**src/rtl/usb3_ep0_pkg.sv**
```systemverilog
// Shared definitions for the EP0 control-transfer sequencer: state encodings,
// standard request codes and the decoded SETUP packet layout.
package usb3_ep0_pkg;

  typedef enum logic [2:0] {
    ST_IDLE     = 3'd0,
    ST_SETUP    = 3'd1,
    ST_DECODE   = 3'd2,
    ST_REQ_WAIT = 3'd3,
    ST_DATA_IN  = 3'd4,
    ST_DATA_OUT = 3'd5,
    ST_STATUS   = 3'd6,
    ST_STALL    = 3'd7
  } ep0_state_t;

  localparam logic [7:0] REQ_GET_STATUS        = 8'd0;
  localparam logic [7:0] REQ_CLEAR_FEATURE     = 8'd1;
  localparam logic [7:0] REQ_SET_FEATURE       = 8'd3;
  localparam logic [7:0] REQ_SET_ADDRESS       = 8'd5;
  localparam logic [7:0] REQ_GET_DESCRIPTOR    = 8'd6;
  localparam logic [7:0] REQ_SET_DESCRIPTOR    = 8'd7;
  localparam logic [7:0] REQ_GET_CONFIGURATION = 8'd8;
  localparam logic [7:0] REQ_SET_CONFIGURATION = 8'd9;
  localparam logic [7:0] REQ_GET_INTERFACE     = 8'd10;
  localparam logic [7:0] REQ_SET_INTERFACE     = 8'd11;
  localparam logic [7:0] REQ_SYNCH_FRAME       = 8'd12;
  localparam logic [7:0] REQ_SET_SEL           = 8'd48;

  localparam logic       HOST_TO_DEVICE      = 1'b0;
  localparam logic       DEVICE_TO_HOST      = 1'b1;
  localparam logic [1:0] SETUP_TYPE_STANDARD = 2'b00;

  typedef struct packed {
    logic [7:0]  bm_request_type;
    logic [7:0]  b_request;
    logic [15:0] w_value;
    logic [15:0] w_index;
    logic [15:0] w_length;
  } setup_pkt_t;

  function automatic logic is_set_address(input setup_pkt_t p);
    return (p.bm_request_type[7]   == HOST_TO_DEVICE) &&
           (p.bm_request_type[6:5] == SETUP_TYPE_STANDARD) &&
           (p.bm_request_type[4:0] == 5'd0) &&
           (p.b_request            == REQ_SET_ADDRESS);
  endfunction

endpackage

```
**src/rtl/usb3_ep0_ctrl_seq_if.sv**
```systemverilog
// EP0 buffer / user-request signal bundle between the protocol layer, the
// user request logic (master side) and the control sequencer (slave side).
interface usb3_ep0_ctrl_seq_if;
    logic        setup_wren;
    logic [31:0] setup_data;
    logic        setup_commit;
    logic [10:0] setup_commit_len;
    logic        in_commit;
    logic [10:0] in_commit_len;
    logic        in_pkt_acked;
    logic        out_commit;
    logic [10:0] out_commit_len;
    logic        req_ack;
    logic        req_stall;
    logic        status_done;
    logic        set_address_ack;

    logic        request_valid;
    logic [7:0]  bmRequestType;
    logic [7:0]  bRequest;
    logic [15:0] wValue;
    logic [15:0] wIndex;
    logic [15:0] wLength;
    logic [2:0]  ctrl_state;
    logic [15:0] bytes_left;
    logic        enter_status;
    logic        ep0_stall;
    logic        set_address;
    logic [6:0]  dev_address;
    logic        err_setup_pkt;
    logic        setup_abort;
    logic        status_timeout;

    modport master (
        output setup_wren, setup_data, setup_commit, setup_commit_len,
               in_commit, in_commit_len, in_pkt_acked, out_commit, out_commit_len,
               req_ack, req_stall, status_done, set_address_ack,
        input  request_valid, bmRequestType, bRequest, wValue, wIndex, wLength,
               ctrl_state, bytes_left, enter_status, ep0_stall, set_address,
               dev_address, err_setup_pkt, setup_abort, status_timeout
    );

    modport slave (
        input  setup_wren, setup_data, setup_commit, setup_commit_len,
               in_commit, in_commit_len, in_pkt_acked, out_commit, out_commit_len,
               req_ack, req_stall, status_done, set_address_ack,
        output request_valid, bmRequestType, bRequest, wValue, wIndex, wLength,
               ctrl_state, bytes_left, enter_status, ep0_stall, set_address,
               dev_address, err_setup_pkt, setup_abort, status_timeout
    );
endinterface

```
**src/rtl/usb3_ep0_setup_cap.sv**
```systemverilog
// Two-word SETUP packet capture: counts written words, validates the commit
// and latches the decoded request fields when the packet is well formed.
module usb3_ep0_setup_cap
    import usb3_ep0_pkg::*;
(
    input  logic        local_clk,
    input  logic        reset_n,
    input  logic        start,
    input  logic        wren,
    input  logic        commit,
    input  logic [31:0] data,
    input  logic [10:0] commit_len,
    output logic        commit_ok,
    output logic        commit_bad,
    output setup_pkt_t  pkt
);

    logic [1:0]  word_cnt;
    logic [31:0] word0;
    logic [31:0] word1;

    assign commit_ok  = commit && (commit_len == 11'd8) && (word_cnt == 2'd2);
    assign commit_bad = commit && !commit_ok;

    // NOTE: sequential state uses <= so every flop samples pre-edge values;
    // the two word buffers are plain flops and are reset like the rest.
    always_ff @(posedge local_clk or negedge reset_n) begin
        if (!reset_n) begin
            word_cnt <= 2'd0;
            word0    <= '0;
            word1    <= '0;
            pkt      <= '0;
        end else begin
            if (start) begin
                word0    <= data;
                word_cnt <= 2'd1;
            end else if (wren) begin
                if (word_cnt == 2'd0) word0 <= data;
                else if (word_cnt == 2'd1) word1 <= data;
                if (word_cnt != 2'd3) word_cnt <= word_cnt + 2'd1;
            end else if (commit) begin
                word_cnt <= 2'd0;
            end

            if (commit_ok) begin
                pkt.bm_request_type <= word0[31:24];
                pkt.b_request       <= word0[23:16];
                pkt.w_value         <= {word0[7:0], word0[15:8]};
                pkt.w_index         <= {word1[23:16], word1[31:24]};
                pkt.w_length        <= {word1[7:0], word1[15:8]};
            end
        end
    end

endmodule

```
**src/rtl/usb3_ep0_ctrl_seq.sv**
```systemverilog
// EP0 control-transfer sequencer: SETUP -> DATA IN/OUT -> STATUS with wLength
// accounting, user request handshake, stall handling and status timeout.
module usb3_ep0_ctrl_seq
    import usb3_ep0_pkg::*;
#(
    parameter int MAX_PKT   = 512,
    parameter int STATUS_TO = 65535,
    parameter int TO_W      = 16
) (
    input logic               local_clk,
    input logic               reset_n,
    usb3_ep0_ctrl_seq_if.slave bus
);

    localparam logic [15:0]     MAX_PKT_W = 16'(MAX_PKT);
    localparam logic [TO_W-1:0] TO_LAST   = TO_W'(STATUS_TO - 1);
    localparam bit              TO_EN     = (STATUS_TO != 0);

    ep0_state_t      state, state_next;
    setup_pkt_t      pkt;
    logic            cap_start, cap_commit, commit_ok, commit_bad;
    logic            decode_addr, abort_evt, to_evt, last_pkt;
    logic [15:0]     bytes_left, in_len, out_len, in_take, in_rem, out_rem;
    logic [TO_W-1:0] to_cnt;
    logic            request_valid, enter_status, ep0_stall, set_address;
    logic            err_setup_pkt, setup_abort, status_timeout;
    logic [6:0]      dev_address;

    assign cap_start   = bus.setup_wren && (state != ST_SETUP);
    assign cap_commit  = bus.setup_commit && !bus.setup_wren && (state == ST_SETUP);
    assign decode_addr = (state == ST_DECODE) && !bus.setup_wren && is_set_address(pkt);

    assign in_len  = {5'd0, bus.in_commit_len};
    assign out_len = {5'd0, bus.out_commit_len};
    assign in_take = (in_len > bytes_left) ? bytes_left : in_len;  // over-long IN is truncated
    assign in_rem  = bytes_left - in_take;
    assign out_rem = bytes_left - out_len;

    usb3_ep0_setup_cap u_setup_cap (
        .local_clk  (local_clk),
        .reset_n    (reset_n),
        .start      (cap_start),
        .wren       (bus.setup_wren),
        .commit     (cap_commit),
        .data       (bus.setup_data),
        .commit_len (bus.setup_commit_len),
        .commit_ok  (commit_ok),
        .commit_bad (commit_bad),
        .pkt        (pkt)
    );

    // NOTE: every output of this block gets a default first, so no path can
    // leave one unassigned and infer a latch.
    always_comb begin
        state_next = state;
        abort_evt  = 1'b0;
        to_evt     = 1'b0;
        if (bus.setup_wren) begin
            state_next = ST_SETUP;
            abort_evt  = (state != ST_IDLE) && (state != ST_SETUP);
        end else begin
            case (state)
                ST_SETUP: begin
                    if (commit_ok)       state_next = ST_DECODE;
                    else if (commit_bad) state_next = ST_IDLE;
                end
                ST_DECODE: state_next = is_set_address(pkt) ? ST_STATUS : ST_REQ_WAIT;
                ST_REQ_WAIT: begin
                    if (bus.req_stall) state_next = ST_STALL;
                    else if (bus.req_ack) begin
                        if (pkt.w_length == 16'd0)                          state_next = ST_STATUS;
                        else if (pkt.bm_request_type[7] == DEVICE_TO_HOST) state_next = ST_DATA_IN;
                        else                                                state_next = ST_DATA_OUT;
                    end
                end
                ST_DATA_IN: if (bus.in_pkt_acked && last_pkt) state_next = ST_STATUS;
                ST_DATA_OUT: begin
                    if (bus.out_commit) begin
                        if (out_len > bytes_left)                            state_next = ST_STALL;
                        else if (out_rem == 16'd0 || out_len < MAX_PKT_W)   state_next = ST_STATUS;
                    end
                end
                ST_STATUS: begin
                    if (bus.status_done) state_next = ST_IDLE;
                    else if (TO_EN && to_cnt == TO_LAST) begin
                        state_next = ST_IDLE;
                        to_evt     = 1'b1;
                    end
                end
                default: ;
            endcase
        end
    end

    always_ff @(posedge local_clk or negedge reset_n) begin
        if (!reset_n) begin
            state          <= ST_IDLE;
            bytes_left     <= '0;
            last_pkt       <= 1'b0;
            to_cnt         <= '0;
            request_valid  <= 1'b0;
            enter_status   <= 1'b0;
            ep0_stall      <= 1'b0;
            set_address    <= 1'b0;
            dev_address    <= '0;
            err_setup_pkt  <= 1'b0;
            setup_abort    <= 1'b0;
            status_timeout <= 1'b0;
        end else begin
            state          <= state_next;
            request_valid  <= (state_next == ST_REQ_WAIT);
            enter_status   <= (state_next == ST_STATUS) && (state != ST_STATUS);
            ep0_stall      <= (state_next == ST_STALL);
            err_setup_pkt  <= commit_bad;
            setup_abort    <= abort_evt;
            status_timeout <= to_evt;
            to_cnt         <= (state == ST_STATUS) ? to_cnt + TO_W'(1) : '0;

            if (state == ST_DECODE && !bus.setup_wren) begin
                bytes_left <= pkt.w_length;
                last_pkt   <= 1'b0;
            end else if (state == ST_DATA_IN && bus.in_commit && !bus.setup_wren) begin
                bytes_left <= in_rem;
                last_pkt   <= (in_len < MAX_PKT_W) || (in_rem == 16'd0);
            end else if (state == ST_DATA_OUT && bus.out_commit && !bus.setup_wren &&
                         out_len <= bytes_left) begin
                bytes_left <= out_rem;
            end

            if (bus.set_address_ack) set_address <= 1'b0;
            else if (decode_addr)    set_address <= 1'b1;
            if (decode_addr) dev_address <= pkt.w_value[6:0];
        end
    end

    assign bus.ctrl_state     = state;
    assign bus.bytes_left     = bytes_left;
    assign bus.request_valid  = request_valid;
    assign bus.enter_status   = enter_status;
    assign bus.ep0_stall      = ep0_stall;
    assign bus.set_address    = set_address;
    assign bus.dev_address    = dev_address;
    assign bus.err_setup_pkt  = err_setup_pkt;
    assign bus.setup_abort    = setup_abort;
    assign bus.status_timeout = status_timeout;
    assign bus.bmRequestType  = pkt.bm_request_type;
    assign bus.bRequest       = pkt.b_request;
    assign bus.wValue         = pkt.w_value;
    assign bus.wIndex         = pkt.w_index;
    assign bus.wLength        = pkt.w_length;

endmodule

```
**src/flat_wrapper.sv**
```systemverilog
// flat-port wrapper written by rule: the top's interface ports become plain ports
module usb3_ep0_ctrl_seq_flat import usb3_ep0_pkg::*;
#(
    parameter int MAX_PKT   = 512,
    parameter int STATUS_TO = 65535,
    parameter int TO_W      = 16
)
  (local_clk, reset_n, bus_setup_wren, bus_setup_data, bus_setup_commit, bus_setup_commit_len, bus_in_commit, bus_in_commit_len, bus_in_pkt_acked, bus_out_commit, bus_out_commit_len, bus_req_ack, bus_req_stall, bus_status_done, bus_set_address_ack, bus_request_valid, bus_bmRequestType, bus_bRequest, bus_wValue, bus_wIndex, bus_wLength, bus_ctrl_state, bus_bytes_left, bus_enter_status, bus_ep0_stall, bus_set_address, bus_dev_address, bus_err_setup_pkt, bus_setup_abort, bus_status_timeout);
  usb3_ep0_ctrl_seq_if bus_i ();
  input logic local_clk;
  input logic reset_n;
  input wire logic [$bits(bus_i.setup_wren)-1:0] bus_setup_wren;
  input wire logic [$bits(bus_i.setup_data)-1:0] bus_setup_data;
  input wire logic [$bits(bus_i.setup_commit)-1:0] bus_setup_commit;
  input wire logic [$bits(bus_i.setup_commit_len)-1:0] bus_setup_commit_len;
  input wire logic [$bits(bus_i.in_commit)-1:0] bus_in_commit;
  input wire logic [$bits(bus_i.in_commit_len)-1:0] bus_in_commit_len;
  input wire logic [$bits(bus_i.in_pkt_acked)-1:0] bus_in_pkt_acked;
  input wire logic [$bits(bus_i.out_commit)-1:0] bus_out_commit;
  input wire logic [$bits(bus_i.out_commit_len)-1:0] bus_out_commit_len;
  input wire logic [$bits(bus_i.req_ack)-1:0] bus_req_ack;
  input wire logic [$bits(bus_i.req_stall)-1:0] bus_req_stall;
  input wire logic [$bits(bus_i.status_done)-1:0] bus_status_done;
  input wire logic [$bits(bus_i.set_address_ack)-1:0] bus_set_address_ack;
  output wire logic [$bits(bus_i.request_valid)-1:0] bus_request_valid;
  output wire logic [$bits(bus_i.bmRequestType)-1:0] bus_bmRequestType;
  output wire logic [$bits(bus_i.bRequest)-1:0] bus_bRequest;
  output wire logic [$bits(bus_i.wValue)-1:0] bus_wValue;
  output wire logic [$bits(bus_i.wIndex)-1:0] bus_wIndex;
  output wire logic [$bits(bus_i.wLength)-1:0] bus_wLength;
  output wire logic [$bits(bus_i.ctrl_state)-1:0] bus_ctrl_state;
  output wire logic [$bits(bus_i.bytes_left)-1:0] bus_bytes_left;
  output wire logic [$bits(bus_i.enter_status)-1:0] bus_enter_status;
  output wire logic [$bits(bus_i.ep0_stall)-1:0] bus_ep0_stall;
  output wire logic [$bits(bus_i.set_address)-1:0] bus_set_address;
  output wire logic [$bits(bus_i.dev_address)-1:0] bus_dev_address;
  output wire logic [$bits(bus_i.err_setup_pkt)-1:0] bus_err_setup_pkt;
  output wire logic [$bits(bus_i.setup_abort)-1:0] bus_setup_abort;
  output wire logic [$bits(bus_i.status_timeout)-1:0] bus_status_timeout;
  assign bus_i.setup_wren = bus_setup_wren;
  assign bus_i.setup_data = bus_setup_data;
  assign bus_i.setup_commit = bus_setup_commit;
  assign bus_i.setup_commit_len = bus_setup_commit_len;
  assign bus_i.in_commit = bus_in_commit;
  assign bus_i.in_commit_len = bus_in_commit_len;
  assign bus_i.in_pkt_acked = bus_in_pkt_acked;
  assign bus_i.out_commit = bus_out_commit;
  assign bus_i.out_commit_len = bus_out_commit_len;
  assign bus_i.req_ack = bus_req_ack;
  assign bus_i.req_stall = bus_req_stall;
  assign bus_i.status_done = bus_status_done;
  assign bus_i.set_address_ack = bus_set_address_ack;
  assign bus_request_valid = bus_i.request_valid;
  assign bus_bmRequestType = bus_i.bmRequestType;
  assign bus_bRequest = bus_i.bRequest;
  assign bus_wValue = bus_i.wValue;
  assign bus_wIndex = bus_i.wIndex;
  assign bus_wLength = bus_i.wLength;
  assign bus_ctrl_state = bus_i.ctrl_state;
  assign bus_bytes_left = bus_i.bytes_left;
  assign bus_enter_status = bus_i.enter_status;
  assign bus_ep0_stall = bus_i.ep0_stall;
  assign bus_set_address = bus_i.set_address;
  assign bus_dev_address = bus_i.dev_address;
  assign bus_err_setup_pkt = bus_i.err_setup_pkt;
  assign bus_setup_abort = bus_i.setup_abort;
  assign bus_status_timeout = bus_i.status_timeout;
  usb3_ep0_ctrl_seq #(.MAX_PKT(MAX_PKT), .STATUS_TO(STATUS_TO), .TO_W(TO_W)) u_core (.local_clk(local_clk), .reset_n(reset_n), .bus(bus_i));
endmodule
```
**config.mk**
```make
export PLATFORM = sky130hd
export DESIGN_NAME = usb3_ep0_ctrl_seq_flat
export DESIGN_NICKNAME = d
export VERILOG_FILES = /design/src/rtl/usb3_ep0_pkg.sv /design/src/rtl/usb3_ep0_ctrl_seq_if.sv /design/src/rtl/usb3_ep0_setup_cap.sv /design/src/rtl/usb3_ep0_ctrl_seq.sv /design/src/flat_wrapper.sv
export SDC_FILE = /design/constraint.sdc
export NUM_CORES = 1
export LEC_CHECK = 0
export CORE_MARGIN = 2
export CORE_UTILIZATION = 35
export DETAILED_ROUTE_END_ITERATION = 12
export PLACE_DENSITY = 0.61
export SETUP_SLACK_MARGIN = 0.15
export SLEW_MARGIN = 30
export SYNTH_ARGS = -nofsm -noshare
export SYNTH_HDL_FRONTEND = slang
export SYNTH_HIERARCHICAL = 1
export SYNTH_SLANG_ARGS = --single-unit
```
**constraint.sdc**
```tcl
create_clock -name local_clk -period 5.67 [get_ports local_clk]
set_clock_uncertainty 0.1 [all_clocks]
set_input_delay 1.134 -clock local_clk [delete_from_list [all_inputs] [get_ports local_clk]]
set_output_delay 1.134 -clock local_clk [all_outputs]
set_load 0.02 [all_outputs]
```
==> run_results.csv, run 1 <==
group,metric,value,unit
power_and_ir_drop,report.power.total,5.72,mW
clock_network,clk_pin_slew,0.08,ns
worst_setup_path,worst-endpoint-arrival,5.44,ns
timing,post_layout_min_period,5.22,ns
yosys,postSynthRegisterBits,180,
global_routing,first_global_vias,7298,
yosys,synth_simple_gate_area_share,0.126,
yosys,synth_xor_xnor_area_share,0.0291,
detailed_routing,detail_route.iter0.violations,405,
clock_network,hold_buffers,0,
worst_setup_path,reg2reg_from,"u_core/bus.bytes_left[1]",
timing,grt_setup_unrepaired,"true",
clock_network,cts.sink_count,180,
timing,worst_slew_margin_rel,0.356,
power_and_ir_drop,switching_fraction_of_total_power,0.391,
detailed_routing,dr.pass1.iters,5,
worst_setup_path,worstPathMaxFanout,4,
yosys,yosys.area.top_type,"sky130_fd_sc_hd__dfrtp_1",
yosys,yosys-top-cells-area,"sky130_fd_sc_hd__dfrtp_1, sky130_fd_sc_hd__mux2_2, sky130_fd_sc_hd__mux2_4, sky130_fd_sc_hd__ha_1, sky130_fd_sc_hd__nor2_1",
cells_and_area,fillerInstances,2542,
yosys,synthFlopType,"sky130_fd_sc_hd__dfrtp_1",
timing,setup_viol,0,
yosys,post_synth_inst_count,833,
cells_and_area,area_growth,29.5,%
worst_hold_path,holdCritPathClass,"reg -> reg",
timing,fmax,0.192,GHz
flow_run,timing.max_cap.violations,0,
detailed_routing,viasPerCell,5.23,
floorplan,die-area,28900,um^2
cells_and_area,post-route-util,0.462,
cells_and_area,post_route_cells_drive_above_1_share,0.213,
worst_setup_path,critPathKind,"in -> reg",
yosys,synth-compound-area-share,0.0978,
power_and_ir_drop,vdd.ir_drop.worst,0.000181,V
global_routing,grt_usage,0.182,
place,gpl.final_weighted_congestion,0.868,
yosys,yosys_warning_count,6,
power_and_ir_drop,net_switching_power,2.24,mW
power_and_ir_drop,leakage,5.61,nW
power_and_ir_drop,internal_power,3.48,mW
floorplan,die_width,170,um
clock_network,tritoncts_clock_tree,"done",
global_routing,grt_start_max_net_pins,97,
yosys,synth_top_area_share,0.468,
detailed_routing,drc_errors,0,
power_and_ir_drop,share_clk_of_total_power,0.219,
floorplan,io_pins,173,
worst_setup_path,element_type_at_the_critical_path_start,"primary input",
floorplan,core_area,27000,um^2
yosys,synth_edf_count,0,
clock_network,post-cts-setup-buffer-count,0,
floorplan,floorplan.initialDensity,0.356,
place,place_hpwl,18800,um
yosys,synth_sequential_area_ratio,0.468,
detailed_routing,wl_per_cell,18.8,um
power_and_ir_drop,power.combinational.fraction,0.452,
detailed_routing,detailroute.via_count,7166,
clock_network,postCtsResizedCells,0,
yosys,yosys.area_share.adder,0.0548,
floorplan,die_y,170,um
power_and_ir_drop,seqPwrFrac,0.329,
cells_and_area,final_cell_mix,"sky130_fd_sc_hd__dfrtp_1, sky130_fd_sc_hd__clkdlybuf4s50_1, sky130_fd_sc_hd__mux2_2",
yosys,combinational_family_with_the_most_area_after_synthesis,"multiplexers",
yosys,synth.cell_area,9630,um^2
yosys,synth.distinct_cells,71,
power_and_ir_drop,power_per_cell_area,458,nW/um^2
worst_setup_path,critPathLaunch,"bus_in_commit_len[1]",
clock_network,clock_tree.root_cell,"sky130_fd_sc_hd__clkbuf_16",
yosys,asyncSetResetFlopFracSynth,1.00,
clock_network,h-tree-depth,4,
yosys,postSynthAreaPerCell,11.6,um^2
cells_and_area,layout_commonest_cell,"sky130_fd_sc_hd__dfrtp_1",
worst_hold_path,timing.hold.worst_path_depth,1,
worst_setup_path,critical_path_required,5.89,ns
cells_and_area,nets,1134,
worst_hold_path,worst_hold_startpoint,"u_core/u_setup_cap/word1[5]",
global_routing,grt_pass1_wl,40800,um
floorplan,num_rows,60,
detailed_routing,detail-route-antenna-nets,0,
worst_setup_path,r2r.worst_path.cells,21,
timing,period_utilization,0.921,
status,run_status,"finished clean",
global_routing,antenna_found_initial,1,
timing,tightest_slew,0.962,ns
place,place.port_buffers,172,
clock_network,clk_latency,0.44,ns
yosys,yosys-mux-area-fraction,0.189,
timing,report.final.hold_viol_count,0,
timing,timing.final.max_slew_violations,0,
detailed_routing,totalWireLength,25800,um
global_routing,grt.overflow.total,0,
clock_network,cts_buf_count,17,
worst_setup_path,critPathCaptureType,"flip-flop",
clock_network,number_of_buffers_on_the_longest_clock_path,2,
yosys,syn_nets,950,
cells_and_area,antenna_cells,0,
-- cell type report --
type | instances | area, um^2 | share of cell area
Clock buffer | 17 | 425 | 0.0341
Clock inverter | 15 | 208 | 0.0166
Inverter | 35 | 131 | 0.0105
Multi-Input combinational cell | 581 | 4830 | 0.387
Sequential cell | 180 | 4500 | 0.361
Tap cell | 341 | 427 | 0.0342
Timing Repair Buffer | 202 | 1950 | 0.157
-- cell families after synthesis --
family | count (synthesis)
simple gates | 224
flops | 180
mux | 150
compound gates | 134
buf+inv | 72
fa+ha+maj | 41
xor+xnor | 32
-- per-layer routing --
layer	global-route usage	routed length, um
met5	0	12
met4	0.0483	450
met3	0.0542	1820
met2	0.293	12000
met1	0.239	11500
-- cell usage after synthesis (all sizes together) (6+ instances only) --
cell and count:
a31oi 9, o21ai 25, nor4 14, nor3b 7
xor2 16, mux2i 12, nand2 31, nor2b 10
a211oi 9, a21o 6, inv 35, xnor2 16
nor2 67, clkbuf 17, ha 39, o21a 9
nand4 16, buf 20, or3 7, a21oi 32
a221o 11, dfrtp 180, nand3 21, nor3 13
nand2b 6, mux2 138
-- state kept, by name (all words and copies together), names as in the netlist, 2 cells and up --
| name | flops |
|---|---|
| u_core/bus.ctrl_state | 3 |
| u_core/u_setup_cap/word0 | 32 |
| u_core/bus.dev_address | 7 |
| u_core/u_setup_cap/pkt | 64 |
| u_core/u_setup_cap/word1 | 32 |
| u_core/bus.bytes_left | 16 |
| u_core/to_cnt | 16 |
| u_core/u_setup_cap/word_cnt | 2 |
-- power by group through the flow --
stage | registers, mW | logic, mW | clock network (mW)
4_1_cts | 1.88 | 2.56 | 1.30
2_1_floorplan | 1.86 | 1.74 | 0
3_5_place_dp | 1.91 | 2.55 | 0
6_report | 1.88 | 2.58 | 1.25
3_3_place_gp | 1.90 | 2.53 | 0
5_1_grt | 1.93 | 2.83 | 1.35
-- worst max-delay path, stage by stage --
cell and delay (ns):
sky130_fd_sc_hd__clkdlybuf4s50_1 0.43, sky130_fd_sc_hd__ha_1 0.31, sky130_fd_sc_hd__nor2b_1 0.13, sky130_fd_sc_hd__o21a_1 0.16
sky130_fd_sc_hd__o21ai_1 0.11, sky130_fd_sc_hd__a21oi_1 0.07, sky130_fd_sc_hd__o31a_1 0.27, sky130_fd_sc_hd__o21a_1 0.16
sky130_fd_sc_hd__o21a_1 0.17, sky130_fd_sc_hd__o21ai_2 0.20, sky130_fd_sc_hd__mux2_2 0.38, sky130_fd_sc_hd__fa_1 0.42
sky130_fd_sc_hd__nand2b_1 0.16, sky130_fd_sc_hd__a21boi_1 0.19, sky130_fd_sc_hd__o21ai_1 0.17, sky130_fd_sc_hd__a211oi_2 0.23
sky130_fd_sc_hd__o21ai_0 0.11, sky130_fd_sc_hd__a211oi_1 0.29, sky130_fd_sc_hd__nor2_1 0.09, sky130_fd_sc_hd__a31oi_1 0.16
sky130_fd_sc_hd__nor2_1 0.06
-- final timing paths --
kind	to	slack, ns
min in group asynchronous	u_core/u_setup_cap/pkt[17]	0.66
max in group asynchronous	u_core/u_setup_cap/word0[26]	3.66
worst max register to register	u_core/last_pkt	0.94
worst min register to register	u_core/u_setup_cap/word1[5]	0.40
worst min-delay path	u_core/u_setup_cap/word1[5]	0.40
worst max-delay path	u_core/last_pkt	0.45
-- through the flow --
step | hold slack [ns] | setup TNS [ns] | area, um^2 | instances | setup slack, ns
3_5_place_dp | 0.377 | -1.36 | 11800 | 1339 | -0.219
3_3_place_gp | 0.371 | -0.551 | 11800 | 1339 | -0.130
4_1_cts | 0.398 | 0 | 12500 | 1371 | 0.221
5_1_grt | 0.418 | 0 | 12500 | 1371 | 0.126
2_1_floorplan | 0.358 | 0 | 9630 | 833 | 0.328
6_report | 0.395 | 0 | 12500 | 1371 | 0.448
No activity file was read; power rests on OpenSTA's default activity.
==> run 2: changes to the inputs <==
--- a/config.mk
+++ b/config.mk
@@ -8,8 +8,10 @@
 export CORE_MARGIN = 2
 export CORE_UTILIZATION = 35
 export DETAILED_ROUTE_END_ITERATION = 12
+export HOLD_SLACK_MARGIN = 0.12
 export PLACE_DENSITY = 0.61
 export SETUP_SLACK_MARGIN = 0.15
+export SKIP_CTS_REPAIR_TIMING = 1
 export SLEW_MARGIN = 30
 export SYNTH_ARGS = -nofsm -noshare
 export SYNTH_HDL_FRONTEND = slang
==> results of run 2 <==
The final DEF is identical to that of run 1; final timing and power are the same.
